<file path="src/rtl/mealy_101x_seq_det_over.sv">
// mealy_101x_seq_det_over: overlapping Mealy detector for serial pattern 1,0,1,X.
// OP is high while CS holds "101", so the X bit is flagged in its own cycle.
module mealy_101x_seq_det_over (
   input  logic       Clk,
   input  logic       Rst,
   input  logic       In,
   output logic       OP,
   output logic [1:0] CS,
   output logic [1:0] NS
);
   typedef enum logic [1:0] {
      S0 = 2'b00,
      S1 = 2'b01,
      S2 = 2'b10,
      S3 = 2'b11
   } state_t;
   state_t r_cs;
   state_t w_ns;
   logic   w_op;
   always_ff @(posedge Clk) begin
      if (Rst) r_cs <= S0;
      else     r_cs <= w_ns;
   end
   // S3 keeps the longest reusable suffix: "1011" -> S1, "1010" -> S2
   always_comb begin
      w_ns = S0;
      if (!Rst) begin
         case (r_cs)
            S0:      w_ns = In ? S1 : S0;
            S1:      w_ns = In ? S1 : S2;
            S2:      w_ns = In ? S3 : S0;
            S3:      w_ns = In ? S1 : S2;
            default: w_ns = S0;
         endcase
      end
   end
   always_comb begin
      w_op = 1'b0;
      if (!Rst) begin
         case (r_cs)
            S3:      w_op = 1'b1;
            default: w_op = 1'b0;
         endcase
      end
   end
   assign OP = w_op;
   assign CS = r_cs;
   assign NS = w_ns;
endmodule

</file>
<file path="config.mk">
export PLATFORM = sky130hd
export DESIGN_NAME = mealy_101x_seq_det_over
export DESIGN_NICKNAME = d
export VERILOG_FILES = /design/src/rtl/mealy_101x_seq_det_over.sv
export SDC_FILE = /design/constraint.sdc
export NUM_CORES = 1
export LEC_CHECK = 0
export CAP_MARGIN = 10
export CORE_AREA = 4 4 41 43
export DETAILED_ROUTE_END_ITERATION = 10
export DIE_AREA = 0 0 45 47
export PLACE_DENSITY = 0.3
export SYNTH_ARGS = -nofsm -noshare
export SYNTH_HDL_FRONTEND = slang
export SYNTH_SLANG_ARGS = --single-unit
</file>
<file path="constraint.sdc">
create_clock -name Clk -period 0.97 [get_ports Clk]
set_input_delay 0.097 -clock Clk [delete_from_list [all_inputs] [get_ports Clk]]
set_output_delay 0.097 -clock Clk [all_outputs]
set_load 0.05 [all_outputs]
</file>
---- Word-level counts from Yosys, hierarchy flattened ----
Index checks and enable logic that the tools add are counted.
word-level totals
  memories kept ........................... 0
  bits in writable memories ............... 0
  latch bits .............................. 0
  input port bits ......................... 3
  bits in registers ....................... 2
  ROM bits ................................ 0
operators by class
  divide/modulo/power cells ............... 0
  bitwise operators ....................... 0
  reductions and logical operators ........ 2
  add/sub/neg operators ................... 0
  mux-type cells .......................... 7
  equal/unequal tests ..................... 3
  $mul .................................... 0
  magnitude comparators ................... 0
  shift-type cells ........................ 0
operator list
  operator            count
  $mux 2              3
  $pmux 2 s3          1
  $eq 2x2->1 const B  2
  $mux 1              3
  $eq 2x1->1 const B  1
  $logic_not 2->1     1
  $reduce_or 2->1     1

---- Logic depth before layout (Yosys ltp) ----
  depth after elaboration ................. 4
  gate-level depth with buffers ........... 2

---- Worst setup path before layout ----
No wires, ideal clock.
  kind .................................... reg2out
  from .................................... register r_cs[1], in the netlist CS[1]
  to ...................................... output NS[1]
  setup slack ............................. -0.719 ns
  stages on the path, launching flop included .. 3
  data required time ...................... 0.873 ns
  path buffers ............................ 0
  arrival time ............................ 1.592 ns
  cells stage by stage .................... dfxtp_1 -> nand3b_1 -> a21oi_1
on the way
  longest elaborated chain between the ends .. 4
  elaborated cells between the ends (all ways) .. 7
  classes of those cells .................. eq/ne: 3; mux: 2; reduce/logical: 2
RTL lines
  element                                   RTL line  source
  start, declared                           17        state_t r_cs;
  start signal, assigned                    22        else r_cs <= w_ns;
  $eq 2x2->1 or $eq 2x1->1 (tied branches)  28        case (r_cs)
  $reduce_or 2->1 (no source line)          -
  $pmux 2 s3 (*)                            28
  $mux 2 (*)                                27        if (!Rst) begin
  end, declared                             9         output logic [1:0] NS
Mark *: on every way between the ends. The rest lies on a longest branch, timed or not.

---- Worst setup path in the final report ----
  from .................................... register r_cs[0], in the netlist CS[0]
  to ...................................... output NS[1]
The elaborated chain is that of the path after synthesis.

==> implementation parameters <==
Parameter                              Value

Timing
  Setup repair after global routing missed its margin    true
  Remaining max-slew budget at the tightest pin    approximately 90%
  Total count of max-transition violations in the final report    0
  Final critical path time including I/O delays and setup    ~1.2 ns
  Hold Violations, Final    0
  Achievable frequency    about 0.85 GHz
  Final worst hold slack    around 0.28 ns
  Pin slew with the least headroom to its limit    approximately 0.15 ns
  Final setup vio count    2
  Worst Clk Skew    0.002179 ns
  Fin crit share    120.9%
  Minimum setup slack in the final design    -0.2031 ns

Route
  Vias per inst    3.000
  Post-route ant nets    0
  Number of vias after detailed routing    ~110
  Wirelength, routed    286 µm
  Initial DRC Count    1
  Number of optimization iterations in the first detailed-route pass    2
  Average wire length per cell after detail routing    just under 8 µm
  Detailed-route DRC error count    0

Pwr
  Power Density    1211 nW/µm²
  Leakage    between 0.1 and 0.15 nW
  Maximum resistive drop on vdd    around 0.53 mV

Clock network
  CTS sink cnt    2
  Number of buffers inserted during clock tree synthesis    3
  Worst skew pair latency    ~0.22 ns
  Clock-pin slew on the worst setup and hold paths    0.03 ns
  Maximum number of buffers from clock root to sink    2
  Total number of H-tree levels    1
  Buffer cell driving the clock tree root    sky130_fd_sc_hd__clkbuf_4
  Number of setup buffers added after CTS    0
  TritonCTS clock tree    yes

Critical path
  Setup slack of the worst register-to-register path    0.18 ns
  Delay-heaviest family, CP    flip-flops
  Class of the most critical setup path    flop to output pin
  Kind of end point of the critical path    output pin
  Cell count along the critical path    3
  Highest cell delay on the worst timing path    around 0.33 ns
  Cells along the critical path    nand3b_1 > a21oi_4 > buf_12
  Critical-path maximum fanout    3
  Required time worst endpoint    between 0.8 and 0.9 ns
  Signal arrival time at the worst endpoint    1.08 ns
  Start of the worst register-to-register path    CS[0]
  Start point of the critical path    CS[0]
  Slowest cell on crit path    sky130_fd_sc_hd__dfxtp_4
  Endpoint of the worst register-to-register path    CS[1]
  Worst Setup EP    NS[1]
  Cell count of the worst reg-to-reg path    2
  Buffering stage count on the worst path with inverters included    1
  Nature of the critical path startpoint    flop

Yosys
  Total standard cell area after synthesis    83.83 µm²
  Count of synthesis-stage warnings from yosys    0
  Number of nets in the synthesized netlist    13
  Cells after Synth    10
  Part of the Yosys area used for sequential elements    47.76%
  Synthesis-stage register bit count    2
  Mapped Avg Cell Area    roughly 8.4 µm²
  Cell variety after synth    7

Final layout
  Number of flip-flops in the largest register    2
  Fraction of final layout cells sized beyond drive strength 1    around 73%
  Non-filler cells in the finished layout    37
  Post-synthesis to final-layout area growth    255.2%
  Layout Utilization    a little under a quarter
  Diode count    0
  Number of nets at the end of the flow    27
  Fillers    149
  Area of all placed cells without fillers    a little under 300 µm²

Outcome
  Result of the run    complete, but fails checks
  Violations in the final reports    negative setup slack

Die
  Ports placed on the boundary    8
  Initial core utilization    between 6 and 7%
  Overall die area    2115 µm²
  Die extent in x    about 45 µm
  Placement row count    13
  Placeable Area    between 1000 and 1500 µm²
  Vertical die dimension    47 µm

Global route
  Remaining Overflow, GRT    0
  Gr usage total    3.233%
  Wire length of the first global-routing pass    ~400 µm
  Initial antenna violation count    0
  Via count of the first global-routing pass    114
  Pin count of the biggest net entering global routing    5

Hold path
  Min-delay worst type    input pin to flop
  Worst Hold Launch    Rst

Placed design
  Routability cong.    0.5139
  Post-detailed-placement cell area    ~260 µm²
  Number of placed cells counting well taps    34
  I/O Buffers    7

Flow run
  Number of max-cap violations    0
[power by group]
part	switching (mW)	total, mW	internal (mW)	leakage, nW
registers	0.00333	0.0871	0.0838	0.0178
logic	0.0473	0.0943	0.0470	0.0894
clock network	0.0429	0.179	0.136	0.0138
total	0.0935	0.360	0.267	0.121
[worst min-delay path by stage]
stage / endpoint / slack (ns) / cells after the start
finish: CS[1] / 0.28 / 3
global route: CS[1] / 0.30 / 3
CTS: CS[0] / 0.31 / 2
detailed placement: CS[1] / 0.57 / 1
global placement: CS[1] / 0.57 / 1
floorplan: CS[1] / 0.16 / 1
[per-layer routing]
metal | vias to the layer above | track usage [%] | share of wire, %
met5 | - | 0 | 0
met4 | 0 | 5.263 | 0
met3 | 0 | 2.299 | 7.7
met2 | 6 | 3.390 | 42
met1 | 46 | 3.167 | 50
li1 | 59 | - | -
[area by class of cell]
cell class | count | area, µm² | share of cell area (%)
Timing Repair Buffer | 9 | 136.4 | 45.80
Multi-Input combinational cell | 8 | 72.57 | 24.37
Sequential cell | 2 | 47.55 | 15.97
Tap cell | 15 | 18.77 | 6.303
Clock buffer | 3 | 22.52 | 7.563
[cell usage in the layout, fill, tap and decap left out, drive strengths merged]
master and instances:
a21oi 2, nand2 1, nand3b 1, dlymetal6s2s 1
clkbuf 3, nor2b 2, dfxtp 2, dlygate4sd2 1
nor2 1, nand2b 1, buf 7
[through the flow]
| stage | worst slack [ns] | power [mW] | setup TNS (ns) |
|---|---|---|---|
| finish | -0.2031 | 0.3605 | -0.3042 |
| global route | -0.2537 | 0.3864 | -0.3948 |
| CTS | -0.2199 | 0.3774 | -0.3681 |
| detailed placement | -0.2146 | 0.1811 | -0.4991 |
| global placement | -0.2167 | 0.1815 | -0.4768 |
| floorplan | -0.09501 | 0.1253 | -0.09501 |
[logic make-up after synthesis]
| group | count (synthesis) | share of synthesized area, % |
|---|---|---|
| simple gates | 6 | 40.30 |
| compound gates | 2 | 11.94 |
| flops | 2 | 47.76 |
[cells in the mapped netlist]
| cell type | instances | share of area, % |
|---|---|---|
| sky130_fd_sc_hd__dfxtp_1 | 2 | 48 |
| sky130_fd_sc_hd__nand3b_1 | 1 | 9.0 |
| sky130_fd_sc_hd__nor2_1 | 1 | 4.5 |
| sky130_fd_sc_hd__nand2b_1 | 1 | 7.5 |
| sky130_fd_sc_hd__a21oi_1 | 2 | 12 |
| sky130_fd_sc_hd__nor2b_1 | 2 | 15 |
| sky130_fd_sc_hd__nand2_1 | 1 | 4.5 |
[worst register-to-register path, cell delays in order, from the launching register on]
cell,delay [ns]
sky130_fd_sc_hd__dfxtp_4,0.33
sky130_fd_sc_hd__nand3b_1,0.21
sky130_fd_sc_hd__a21oi_1,0.17
[timing repair]
| action | 4_1_cts | 5_1_grt |
|---|---|---|
| setup endpoints to repair | 3 | 2 |
| hold buffers | 0 | 0 |
| pin swaps | 1 | 1 |
| gates resized for setup | 4 | 1 |
No activity file was read; power rests on OpenSTA's default activity.
